--- src/rtl/seg_scan_controller.sv ---
// -----------------------------------------------------------------------------
// seg_scan_controller
//
// Time-multiplexed scan scheduler for a 3-digit, common-anode 7-segment
// display. It accepts a 3-digit BCD word through a valid/ready handshake
// into a pending buffer. At each frame boundary the buffer moves into the
// display register. The block then steps a 2-bit digit index through
// ones, tens, hundreds and one all-off dead-time slot.
//
// Handshake: a transfer happens on a rising clk edge where load_valid and
// load_ready are both high. load_ready is high exactly when the pending
// buffer is empty. load_valid is ignored while load_ready is low.
//
// Ports:
//   clk          system clock
//   rst          synchronous, active-high reset
//   bcd_in       {hundreds, tens, ones} BCD word
//   load_valid   bcd_in is valid this cycle
//   load_ready   pending buffer is empty
//   lzs_en       leading-zero suppression enable
//   blank_en     force the display dark (timing keeps running)
//   dig_sel      digit index to the decoder (3 = all anodes off)
//   seg_out      {g,f,e,d,c,b,a}, active-low
//   frame_start  one-cycle pulse, aligned with the first D0 output cycle
// -----------------------------------------------------------------------------
module seg_scan_controller #(
   parameter int CLK_DIV   = 50000,
   parameter int DEC_WIDTH = 2
) (
   input  logic                 clk,
   input  logic                 rst,
   input  logic [11:0]          bcd_in,
   input  logic                 load_valid,
   output logic                 load_ready,
   input  logic                 lzs_en,
   input  logic                 blank_en,
   output logic [DEC_WIDTH-1:0] dig_sel,
   output logic [6:0]           seg_out,
   output logic                 frame_start
);

   localparam int CW = (CLK_DIV > 2) ? $clog2(CLK_DIV) : 1;
   localparam logic [CW-1:0] CNT_LAST = CW'(CLK_DIV - 1);

   localparam logic [6:0] SEG_OFF = 7'b1111111;

   // Each state's encoding equals the digit index it drives.
   typedef enum logic [1:0] {
      S_D0  = 2'd0,
      S_D1  = 2'd1,
      S_D2  = 2'd2,
      S_GAP = 2'd3
   } state_t;

   state_t        state;
   logic [CW-1:0] cnt;
   logic [11:0]   pend;
   logic          pend_full;
   logic [11:0]   disp;
   logic          d0_first;   // high in the first cycle of state D0

   logic          tick;
   logic          boundary;
   logic [3:0]    nib;
   logic          suppress;
   logic [1:0]    nxt_dig;
   logic [6:0]    nxt_seg;

   function automatic logic [6:0] seg_enc(input logic [3:0] n);
      logic [6:0] s;
      case (n)
         4'd0:    s = 7'b1000000;
         4'd1:    s = 7'b1111001;
         4'd2:    s = 7'b0100100;
         4'd3:    s = 7'b0110000;
         4'd4:    s = 7'b0011001;
         4'd5:    s = 7'b0010010;
         4'd6:    s = 7'b0000010;
         4'd7:    s = 7'b1111000;
         4'd8:    s = 7'b0000000;
         4'd9:    s = 7'b0010000;
         default: s = 7'b0111111;   // non-BCD nibble shows a dash
      endcase
      return s;
   endfunction

   assign tick       = (cnt == CNT_LAST);
   assign boundary   = tick && (state == S_GAP);
   assign load_ready = ~pend_full;

   // Next output values, computed from the current state so that dig_sel
   // and seg_out are registered together and never skew.
   always_comb begin
      nib      = 4'd0;
      suppress = 1'b0;
      nxt_dig  = 2'd3;
      nxt_seg  = SEG_OFF;
      case (state)
         S_D0: nib = disp[3:0];
         S_D1: begin
            nib      = disp[7:4];
            suppress = lzs_en && (disp[11:4] == 8'd0);
         end
         S_D2: begin
            nib      = disp[11:8];
            suppress = lzs_en && (disp[11:8] == 4'd0);
         end
         default: nib = 4'd0;
      endcase
      if (!blank_en && (state != S_GAP)) begin
         nxt_dig = state;
         nxt_seg = suppress ? SEG_OFF : seg_enc(nib);
      end
   end

   always_ff @(posedge clk) begin
      if (rst) begin
         state       <= S_GAP;
         cnt         <= '0;
         pend        <= 12'd0;
         pend_full   <= 1'b0;
         disp        <= 12'd0;
         d0_first    <= 1'b0;
         dig_sel     <= DEC_WIDTH'(3);
         seg_out     <= SEG_OFF;
         frame_start <= 1'b0;
      end else begin
         cnt      <= tick ? '0 : cnt + CW'(1);
         d0_first <= 1'b0;

         if (tick) begin
            case (state)
               S_GAP: begin
                  state    <= S_D0;
                  d0_first <= 1'b1;
               end
               S_D0:    state <= S_D1;
               S_D1:    state <= S_D2;
               default: state <= S_GAP;
            endcase
         end

         // A load cannot coincide with the boundary copy: the copy needs
         // the buffer full, and loads need it empty.
         if (boundary && pend_full) begin
            disp      <= pend;
            pend_full <= 1'b0;
         end else if (load_valid && !pend_full) begin
            pend      <= bcd_in;
            pend_full <= 1'b1;
         end

         frame_start <= d0_first;
         dig_sel     <= DEC_WIDTH'(nxt_dig);
         seg_out     <= nxt_seg;
      end
   end

endmodule

--- config.mk ---
export PLATFORM = sky130hd
export DESIGN_NAME = seg_scan_controller
export DESIGN_NICKNAME = d
export VERILOG_FILES = /design/src/rtl/seg_scan_controller.sv
export SDC_FILE = /design/constraint.sdc
export NUM_CORES = 1
export LEC_CHECK = 0
export ABC_CLOCK_PERIOD_IN_PS = 3150
export BUFFER_PORTS_ARGS = -buffer_cell sky130_fd_sc_hd__buf_2
export CAP_MARGIN = 10
export CELL_PAD_IN_SITES_DETAIL_PLACEMENT = 1
export CELL_PAD_IN_SITES_GLOBAL_PLACEMENT = 1
export CORE_MARGIN = 5
export CORE_UTILIZATION = 43
export CTS_BUF_LIST = sky130_fd_sc_hd__clkbuf_16
export CTS_CLUSTER_DIAMETER = 50
export DETAILED_ROUTE_END_ITERATION = 8
export HOLD_SLACK_MARGIN = 0.1
export PLACE_DENSITY = 0.86
export SYNTH_ARGS = -nofsm -noshare
export SYNTH_HDL_FRONTEND = slang
export SYNTH_SLANG_ARGS = --single-unit
--- constraint.sdc ---
create_clock -name clk -period 3.15 [get_ports clk]
set_input_delay 0.315 -clock clk [delete_from_list [all_inputs] [get_ports clk]]
set_output_delay 0.315 -clock clk [all_outputs]
set_load 0.01 [all_outputs]
==> results of run 1 <==
==> placed cells by master (no fill, tap or decap), types with 2 or more instances in the layout <==
cell type and instances:
sky130_fd_sc_hd__nor2b_1 2, sky130_fd_sc_hd__nor3_1 4, sky130_fd_sc_hd__o21ai_0 23, sky130_fd_sc_hd__a222oi_1 4, sky130_fd_sc_hd__inv_1 7, sky130_fd_sc_hd__clkbuf_16 5, sky130_fd_sc_hd__dfxtp_1 54, sky130_fd_sc_hd__a21oi_1 29
sky130_fd_sc_hd__ha_1 10, sky130_fd_sc_hd__nand2_1 36, sky130_fd_sc_hd__buf_4 2, sky130_fd_sc_hd__buf_2 27, sky130_fd_sc_hd__xnor2_1 2, sky130_fd_sc_hd__and4_1 5, sky130_fd_sc_hd__nand4_1 5, sky130_fd_sc_hd__nor2_1 19
sky130_fd_sc_hd__nor4_1 2, sky130_fd_sc_hd__or3_1 2, sky130_fd_sc_hd__nor4bb_1 2, sky130_fd_sc_hd__nand3_1 18, sky130_fd_sc_hd__and3_1 4, sky130_fd_sc_hd__mux2i_1 2, sky130_fd_sc_hd__xor2_1 10
==> metrics by stage <==
| step | util, % | hold WS (ps) | power (mW) | setup slack, ps | cells |
|---|---|---|---|---|---|
| floorplan | - | 413.8 | 0.7504 | 1246 | 268 |
| global placement | 47.91 | 422.5 | 0.7677 | 1043 | 351 |
| detailed placement | 47.91 | 428.2 | 0.7698 | 860.9 | 351 |
| CTS | 50.66 | 248.8 | 1.307 | 878.7 | 359 |
| global route | 50.66 | 261.6 | 1.344 | 677.8 | 359 |
| finish | 50.66 | 251.4 | 1.289 | 863.0 | 359 |
==> synth_stat cells, types with 2 or more instances <==
cell type                  number
sky130_fd_sc_hd__dfxtp_1       54
sky130_fd_sc_hd__nand2_1       36
sky130_fd_sc_hd__a21oi_1       29
sky130_fd_sc_hd__o21ai_0       23
sky130_fd_sc_hd__nor2_1        19
sky130_fd_sc_hd__nand3_1       18
sky130_fd_sc_hd__ha_1          10
sky130_fd_sc_hd__xor2_1        10
sky130_fd_sc_hd__clkbuf_1       9
sky130_fd_sc_hd__inv_1          6
sky130_fd_sc_hd__and4_1         5
sky130_fd_sc_hd__nand4_1        5
sky130_fd_sc_hd__a222oi_1       4
sky130_fd_sc_hd__and3_1         4
sky130_fd_sc_hd__buf_2          4
sky130_fd_sc_hd__nor3_1         4
sky130_fd_sc_hd__buf_1          2
sky130_fd_sc_hd__mux2i_1        2
sky130_fd_sc_hd__nor2b_1        2
sky130_fd_sc_hd__nor4_1         2
sky130_fd_sc_hd__nor4bb_1       2
sky130_fd_sc_hd__or3_1          2
sky130_fd_sc_hd__xnor2_1        2
==> sequential cells by signal, indices dropped and copies added, names as in the netlist <==
name	flops
cnt	16
disp	12
pend	12
seg_out	7
dig_sel	2
state	2
d0_first	1
frame_start	1
pend_full	1
==> area by class of cell <==
cell class | instances | area [sq um] | share of cell area [%]
Multi-Input combinational cell | 192 | 1121 | 43.06
Sequential cell | 54 | 1081 | 41.52
Timing Repair Buffer | 29 | 150.1 | 5.766
Clock buffer | 5 | 125.1 | 4.805
Tap cell | 70 | 87.58 | 3.364
Inverter | 6 | 22.52 | 0.8650
Clock inverter | 3 | 16.27 | 0.6247
==> power by group through the flow <==
stage	clock network [mW]	logic [mW]	registers, mW
finish	0.535	0.0503	0.704
floorplan	0	0.0336	0.717
global placement	0	0.0492	0.719
global route	0.580	0.0589	0.705
detailed placement	0	0.0506	0.719
CTS	0.553	0.0512	0.704
==> logic make-up (layout without fill, tap and decap cells) <==
family | count (synthesis) | in the layout
xor+xnor | 12 | 12
mux | 2 | 2
compound gates | 63 | 63
fa+ha+maj | 10 | 10
simple gates | 105 | 105
buf+inv | 22 | 43
flops | 54 | 54
==> critical path, delay by kind of cell (launching register included) <==
family / cells / cell delay (ps)
AOI/OAI and AO/OA: 3 / 1170
and+or+nand+nor: 1 / 220
adders and majority gates: 1 / 280
DFF: 1 / 390
buffers and inverters: 1 / 100
==> per-layer routing <==
layer	vias up	wire length (microns)	global-route usage, %
met3	4	270	4.752
met2	40	2513	26.46
met1	903	2521	21.01
met5	-	0	0
met4	0	50	5.646
li1	977	-	-
==> how the worst min path moves through the flow <==
stage | startpoint | to | slack (ps) | depth (start not counted)
3_5_place_dp | d0_first$_SDFF_PP0_ | frame_start$_SDFF_PP0_ | 430 | 1
2_1_floorplan | d0_first$_SDFF_PP0_ | frame_start$_SDFF_PP0_ | 410 | 1
3_3_place_gp | d0_first$_SDFF_PP0_ | frame_start$_SDFF_PP0_ | 420 | 1
6_report | bcd_in[10] | pend[10]$_SDFFE_PP0P_ | 250 | 3
5_1_grt | bcd_in[8] | pend[8]$_SDFFE_PP0P_ | 260 | 3
4_1_cts | bcd_in[10] | pend[10]$_SDFFE_PP0P_ | 250 | 3
==> metrics.txt, run 1 <==
outcome complete, no violations; critical path class flip-flop to flip-flop; share of the clock period used by the worst path 72.60%; Resized cells post-CTS 0; internal portion of total power ~1.0 mW; Die Outline Area 0.006894 sq mm; CP Data Required Time ~3300 ps; Die Y 83.03 microns; adder and majority gate portion of the synthesized area 5.456%; Max Slew Vio Count 0; crit path max-delay cell type sky130_fd_sc_hd__a222oi_1; wire length per cell after detailed routing between 10 and 15 microns; largest net degree at the start of global routing 30; buffer count from post-CTS setup fixing 0; post-route ant nets 0; worst-path maximum fanout 8; Ant. Diodes 0; clock root cell sky130_fd_sc_hd__clkbuf_16; data arrival time of the worst path 2450 ps; final setup violating endpoints 0; Clock Sink Count 54; mean number of vias per cell 5.359; cell count after synthesis 268; global-route wire length before repair 9411 microns; critical path capture point seg_out[5]$_SDFF_PP1_; critical path endpoint category flip-flop; EDFF count, synth 0; number of buffers on the longest clock path 2; worst clock skew 6.313 ps; relative contribution of the clock network to total power about two fifths; Leak around 1 nW; switching power as a share of total power 21.99%; combinational family with the most area after synthesis simple AND/OR/NAND/NOR gates; I/O pin total 28; synthesis-to-layout area growth 13.53%; total track usage 16.44%; most frequently used flop master after synthesis sky130_fd_sc_hd__dfxtp_1; Post-Layout Inst Area approximately 0.0026 sq mm; iteration count of the initial detailed-routing pass 4; clock buffer count from CTS 5; final routed wirelength across all metal layers around 5400 microns; Synth Register Bits 54; total of max-cap violations 0; placement row count 26; synthesized-area fraction occupied by ao, oa, aoi and oai cells 15.49%; number of H-tree levels 2; portion of synthesized cell area occupied by the leading cell type 47.14%; insertion delay to the later sink of the worst-skew pair 290 ps; area share of xor/xnor cells in the synthesized design around 4.6%; vias in the first global route 2020; worst max-slew margin expressed relative to the limit between 40% and 50%; effective utilization at floorplan about 45%; Least-Margin Pin Slew roughly 890 ps; crit-path cells inv_1, ha_1, a222oi_1, nand2b_1, o22ai_1, a21oi_1; peak supply drop between 0.2 and 0.25 mV; buffers added on ports 27; basic-gate share of the synthesized area counting and, or, nand and nor cells 22.48%; ratio of cells with drive above 1 in the final layout 12.80%; Fill cells 644; width of the die 83.03 microns; cell taking the most area after synthesis sky130_fd_sc_hd__dfxtp_1; crit-path max cell delay 830 ps; cell area after placement 0.002462 sq mm; Layout Nets 315; sequential cell area fraction in the yosys report 47.14%; number of nets produced by synthesis 295; post-synthesis cell type count 37; post-CTS clock slew at the launch and capture registers of the worst setup and hold paths 70 ps; power density relative to cell area ~490 mW/mm^2; hold-fix buffer count after cts 0; share of async-settable or async-resettable flops after synthesis 0%; depth of the worst register-to-register path 6; TNS Setup 0 ps; remaining global-route overflow 0; Core Region slightly above 0.005 sq mm; gp weighted congestion 0.8191; setup slack, reg-to-reg 860 ps; Reg2Reg Capture Point seg_out[5]$_SDFF_PP1_; detailed placer's ending HPWL between 3000 and 4000 microns; multiplexer share of the synthesized area 0.8729%; Reg power frac 54.6%; Initial DRC Count 140; net switching power figure 0.2834 mW; final hold violation count 0; Hold Crit Class primary input to flip-flop; highest achievable clock rate 437.2 MHz; number of vias in the routed layout 1924; top area cells in the synthesized netlist sky130_fd_sc_hd__dfxtp_1, sky130_fd_sc_hd__a21oi_1, sky130_fd_sc_hd__nand2_1; TritonCTS clock tree yes; average cell area after synthesis 8.558 sq um; synthesis warning total 0; post-synthesis instance area 0.002293 sq mm; time the final worst path needs with I/O delays and setup ~2300 ps; Logic pwr share slightly below 4%; unrepaired setup endpoints after global routing no; number of design rule violations left after detail routing 0; startpoint type of the worst setup path flip-flop; start point of the critical path state[0]$_SDFFE_PP1N_; antenna violations before repair 0; reg-to-reg critical path startpoint state[0]$_SDFFE_PP1N_
Note: power is estimated with default switching activity, not from simulation.
==> run 2, diff against run 1 <==
--- a/config.mk
+++ b/config.mk
@@ -5,7 +5,7 @@
 export SDC_FILE = /design/constraint.sdc
 export NUM_CORES = 1
 export LEC_CHECK = 0
-export ABC_CLOCK_PERIOD_IN_PS = 3150
+export ABC_CLOCK_PERIOD_IN_PS = 2200
 export BUFFER_PORTS_ARGS = -buffer_cell sky130_fd_sc_hd__buf_2
 export CAP_MARGIN = 10
 export CELL_PAD_IN_SITES_DETAIL_PLACEMENT = 1
==> constraint.sdc (replaced) <==
create_clock -name clk -period 2.2 [get_ports clk]
set_input_delay 0.22 -clock clk [delete_from_list [all_inputs] [get_ports clk]]
set_output_delay 0.22 -clock clk [all_outputs]
set_load 0.01 [all_outputs]
==> run 2 against run 1 <==
  * Sequential share of layout area is 0.71 points lower
  * Clock power is 41% higher
  * Final area up 1.7%
  * Sequential power increased by 43%
  * Clock skew is 1.2 ps lower
  * Largest power group unchanged
==> metrics.txt, run 2 (same netlist as run 1, synthesis figures left out) <==
outcome complete, no violations; ratio of cells with drive above 1 in the final layout 15.31%; worst max-slew margin expressed relative to the limit roughly 52%; remaining global-route overflow 0; post-CTS clock slew at the launch and capture registers of the worst setup and hold paths approximately 70 ps; worst-path maximum fanout 5; Least-Margin Pin Slew 716.2 ps; number of vias in the routed layout 1957; share of the clock period used by the worst path 96.66%; hold-fix buffer count after cts 0; clock root cell sky130_fd_sc_hd__clkbuf_16; final routed wirelength across all metal layers 5144 microns; effective utilization at floorplan between 40% and 50%; gp weighted congestion 0.8632; data arrival time of the worst path 2290 ps; Worst Setup Slack post-DPL 69.30 ps; final setup violating endpoints 0; antenna violations before repair 0; CP Data Required Time about 2400 ps; vias in the first global route 1937; detailed placer's ending HPWL approximately 3700 microns; time the final worst path needs with I/O delays and setup 2126 ps; Leak approximately 1.0 nW; commonest non-fill, non-tap cells in the layout sky130_fd_sc_hd__dfxtp_1, sky130_fd_sc_hd__nand2_1, sky130_fd_sc_hd__a21oi_1, sky130_fd_sc_hd__buf_2, sky130_fd_sc_hd__o21ai_0; Hold Crit Class primary input to flip-flop; wire length per cell after detailed routing 14.13 microns; clock buffer count from CTS 5; final hold violation count 0; placement row count 26; Max Slew Vio Count 0; critical path class flip-flop to flip-flop; synthesis-to-layout area growth 15.49%; power density relative to cell area just under 700 mW/mm^2; post-route ant nets 0; insertion delay to the later sink of the worst-skew pair approximately 290 ps; mean number of vias per cell 5.376; width of the die 83.03 microns; number of design rule violations left after detail routing 0; total track usage 15.07%; I/O pin total 28; biggest registers after layout cnt (16), disp (12), pend (12); largest net degree at the start of global routing 30; number of H-tree levels 2; most common library cell in the layout ignoring fill and taps sky130_fd_sc_hd__dfxtp_1; worst hold margin 160.9 ps; global-route wire length before repair ~8700 microns; highest achievable clock rate between 400 and 500 MHz; Ant. Diodes 0; peak supply drop 0.4804 mV; Clock Sink Count 54; total of max-cap violations 0; critical path endpoint category flip-flop; TritonCTS clock tree yes; setup slack of the critical path after layout 73.50 ps; Layout Nets 320; Die Outline Area roughly 0.0069 sq mm; buffers added on ports 27; register bank with the most flops cnt; Initial DRC Count 69; Core Region 0.005140 sq mm; Die Y 83.03 microns; Largest register FFs 16; number of buffers on the longest clock path 2; iteration count of the initial detailed-routing pass 5; worst clock skew 5.077 ps; startpoint type of the worst setup path flip-flop
run 2: changes by cell type in the layout (fill, tap and decap cells not counted), sizes merged:
cell / before / now
clkinvlp: 0 / 1
buf: 29 / 34
inv: 8 / 6
clkinv: 1 / 2
run 2: final cells by class:
cell class	count	area, sq um
clock inverter	3	16.27
tap	70	87.58
fill	650	2491
inverter	6	22.52
timing repair buffer	34	187.7
clock buffer	5	125.1
multi-input combinational	192	1129
sequential	54	1081
run 2: path summary, 6_finish.rpt:
kind,start,to,slack [ps],depth (start not counted)
hold / removal,bcd_in[10],pend[10]$_SDFFE_PP0P_,160,3
setup reg to reg,state[1]$_SDFFE_PP1N_,seg_out[5]$_SDFF_PP1_,70,8
hold reg to reg,d0_first$_SDFF_PP0_,frame_start$_SDFF_PP0_,450,1
setup / recovery,state[1]$_SDFFE_PP1N_,seg_out[5]$_SDFF_PP1_,70,8
run 2: through the flow:
step	setup TNS, ps	util, %	total power, mW	std cells	instance area [sq um]
4_1_cts	0	51.10	1.863	362	2626
6_report	0	51.53	1.834	364	2649
3_3_place_gp	0	48.34	1.099	354	2485
3_5_place_dp	0	48.34	1.103	354	2485
5_1_grt	-37.42	51.53	1.919	364	2649
2_1_floorplan	0	-	1.074	268	2293
run 2: worst max-delay path, cell delays in order, from the launching register on:
cell                       delay [ps]
sky130_fd_sc_hd__dfxtp_1          400
sky130_fd_sc_hd__inv_1            130
sky130_fd_sc_hd__ha_1             260
sky130_fd_sc_hd__a222oi_1         400
sky130_fd_sc_hd__nor2_1           150
sky130_fd_sc_hd__buf_4            160
sky130_fd_sc_hd__ha_1             210
sky130_fd_sc_hd__o22ai_1          200
sky130_fd_sc_hd__a21oi_1           90
run 2: layer usage:
metal	part of all wire, %	up-vias	routed length, microns	GRT usage (%)
met3	4.8	10	249	4.851
met5	0	-	0	0
li1	-	989	-	-
met4	1.7	0	88	5.349
met1	48	915	2458	17.81
met2	46	43	2347	25.51
run 2: report_power, final:
part           internal [mW]  leakage, nW  switching [mW]  total (mW)
registers              0.996        0.438          0.0122        1.01
logic                 0.0259        0.509          0.0466      0.0725
clock network          0.416       0.0672           0.338       0.753
run 2: repair_timing:
action,4_1_cts,5_1_grt
setup endpoints to repair,0,6
resized for setup,0,3
endpoints found under the hold margin,0,0
buffers inserted,0,2
==> run 3, diff against run 2 <==
--- a/config.mk
+++ b/config.mk
@@ -11,12 +11,13 @@
 export CELL_PAD_IN_SITES_DETAIL_PLACEMENT = 1
 export CELL_PAD_IN_SITES_GLOBAL_PLACEMENT = 1
 export CORE_MARGIN = 5
-export CORE_UTILIZATION = 43
+export CORE_UTILIZATION = 42
 export CTS_BUF_LIST = sky130_fd_sc_hd__clkbuf_16
 export CTS_CLUSTER_DIAMETER = 50
 export DETAILED_ROUTE_END_ITERATION = 8
 export HOLD_SLACK_MARGIN = 0.1
-export PLACE_DENSITY = 0.86
+export PLACE_DENSITY = 0.85
+export RECOVER_POWER = 50
 export SYNTH_ARGS = -nofsm -noshare
 export SYNTH_HDL_FRONTEND = slang
 export SYNTH_SLANG_ARGS = --single-unit
==> run 3 against run 2 <==
  * Core utilization shrank 2.4 points
  * Power is 6.5% higher
  * Wire length is 2.4% higher
  * Largest cell class unchanged
  * Non-clock buffer count unchanged
  * Critical path type unchanged
  * Critical endpoint is now seg_out[1]$_SDFF_PP1_
  * Largest power group unchanged
  * Hold slack is essentially flat
  * Sequential power is essentially flat
==> metrics.txt, run 3 (same netlist as run 1, synthesis figures left out) <==
outcome complete, no violations; worst clock skew 8.299 ps; width of the die 83.90 microns; synthesis-to-layout area growth 15.82%; CP Data Required Time 2410 ps; highest achievable clock rate 488.6 MHz; Hold Crit Class primary input to flip-flop; final setup violating endpoints 0; post-CTS clock slew at the launch and capture registers of the worst setup and hold paths 70 ps; Leak ~1 nW; final hold violation count 0; insertion delay to the later sink of the worst-skew pair 290 ps; setup slack of the critical path after layout ~150 ps; worst-path maximum fanout 6; Pwr Total around 2.0 mW; post-route ant nets 0; share of the clock period used by the worst path between 90% and 100%; hold-fix buffer count after cts 0; effective utilization at floorplan 42.43%; total track usage 15.85%; gp weighted congestion 0.8316; worst max-slew margin expressed relative to the limit 12.52%; Largest register FFs 16; Ant. Diodes 0; ratio of cells with drive above 1 in the final layout 11.90%; remaining global-route overflow 0; final routed wirelength across all metal layers 5266 microns; Fill cells 652; number of H-tree levels 2; detailed placer's ending HPWL 3745 microns; largest net degree at the start of global routing 30; biggest registers after layout cnt (16), disp (12), pend (12); Die Y 83.90 microns; data arrival time of the worst path around 2300 ps; critical path endpoint category flip-flop; dominant cell type by count on the critical path sky130_fd_sc_hd__nor2_1; crit-path max cell delay 450 ps; mean number of vias per cell about 5.3; number of buffers on the longest clock path 2; register bank with the most flops cnt; vias in the first global route a little under 2000; Worst Setup Slack post-DPL 96.43 ps; number of design rule violations left after detail routing 0; total of max-cap violations 0; Least-Margin Pin Slew roughly 1300 ps; time the final worst path needs with I/O delays and setup 2047 ps; wire length per cell after detailed routing about 14 microns; startpoint type of the worst setup path flip-flop; antenna violations before repair 0; commonest non-fill, non-tap cells in the layout sky130_fd_sc_hd__dfxtp_1, sky130_fd_sc_hd__nand2_1, sky130_fd_sc_hd__a21oi_1, sky130_fd_sc_hd__o21ai_0, sky130_fd_sc_hd__nor2_1; Max Slew Vio Count 0; I/O pin total 28; global-route wire length before repair between 9000 and 10000 microns; iteration count of the initial detailed-routing pass 4; crit path max-delay cell type sky130_fd_sc_hd__a222oi_1; crit-path cells inv_1, ha_2, a222oi_1, nor2_1, ha_1, nor2_1, a21oi_1, o21ai_0; critical path class flip-flop to flip-flop; clock buffer count from CTS 5; buffers added on ports 27; number of vias in the routed layout around 2000; peak supply drop 0.4436 mV; Clock Sink Count 54; placement row count 27; Layout Nets 320; TritonCTS clock tree yes; final core area utilization around half; Core Region 0.005405 sq mm; clock root cell sky130_fd_sc_hd__clkbuf_16; Initial DRC Count 74; power density relative to cell area 735.2 mW/mm^2; most common library cell in the layout ignoring fill and taps sky130_fd_sc_hd__dfxtp_1; Die Outline Area 0.007038 sq mm
run 3: layout make-up:
type	instances	area (sq um)	share of cell area, %
well taps	72	90.09	3.391
flip-flops and latches	54	1082	40.74
repair buffers	34	166.4	6.265
inverters	6	22.52	0.8479
clock buffers	5	125.1	4.710
clock inverters	3	41.29	1.554
multi-input cells	192	1129	42.49
run 3: per-layer routing:
metal  vias to the layer above  track usage (%)  wire length, microns
met3                         9            4.146                   263
met5                         -                0                     0
met4                         0            6.433                    99
met1                       915            19.30                  2422
met2                        42            26.46                  2480
li1                        990                -                     -
run 3: what timing repair did:
item,in CTS,in global routing
buffers inserted,0,2
resized for setup,0,5
setup endpoints to repair,0,7
run 3: report_power, final:
| part | leakage [nW] | switching, mW | total, mW | internal [mW] |
|---|---|---|---|---|
| logic | 0.481 | 0.0465 | 0.0716 | 0.0251 |
| clock network | 0.0812 | 0.342 | 0.874 | 0.533 |
| registers | 0.438 | 0.0115 | 1.01 | 0.996 |
| total | 1.00 | 0.400 | 1.95 | 1.55 |
run 3: through the flow:
| stage | instance area [sq um] | hold slack (ps) | TNS [ps] | cells |
|---|---|---|---|---|
| floorplan | 2293 | 345.9 | 0 | 268 |
| global placement | 2487 | 425.9 | 0 | 356 |
| detailed placement | 2487 | 433.3 | 0 | 356 |
| CTS | 2654 | 151.5 | 0 | 364 |
| global route | 2656 | 160.9 | -13.91 | 366 |
| finish | 2656 | 160.6 | 0 | 366 |
run 3: worst paths after layout:
| check | startpoint | to | slack [ps] | cells after the start |
|---|---|---|---|---|
| setup / recovery | state[0]$_SDFFE_PP1N_ | seg_out[1]$_SDFF_PP1_ | 150 | 8 |
| hold / removal | bcd_in[10] | pend[10]$_SDFFE_PP0P_ | 160 | 3 |
| setup reg to reg | state[0]$_SDFFE_PP1N_ | seg_out[1]$_SDFF_PP1_ | 150 | 8 |
| hold reg to reg | d0_first$_SDFF_PP0_ | frame_start$_SDFF_PP0_ | 440 | 1 |
run 3: critical path, delay by kind of cell, from the launching register on:
family,cells,cell delay (ps)
DFF,1,360
AOI/OAI and AO/OA,3,660
buffers and inverters,1,80
and+or+nand+nor,2,270
adders and majority gates,2,590
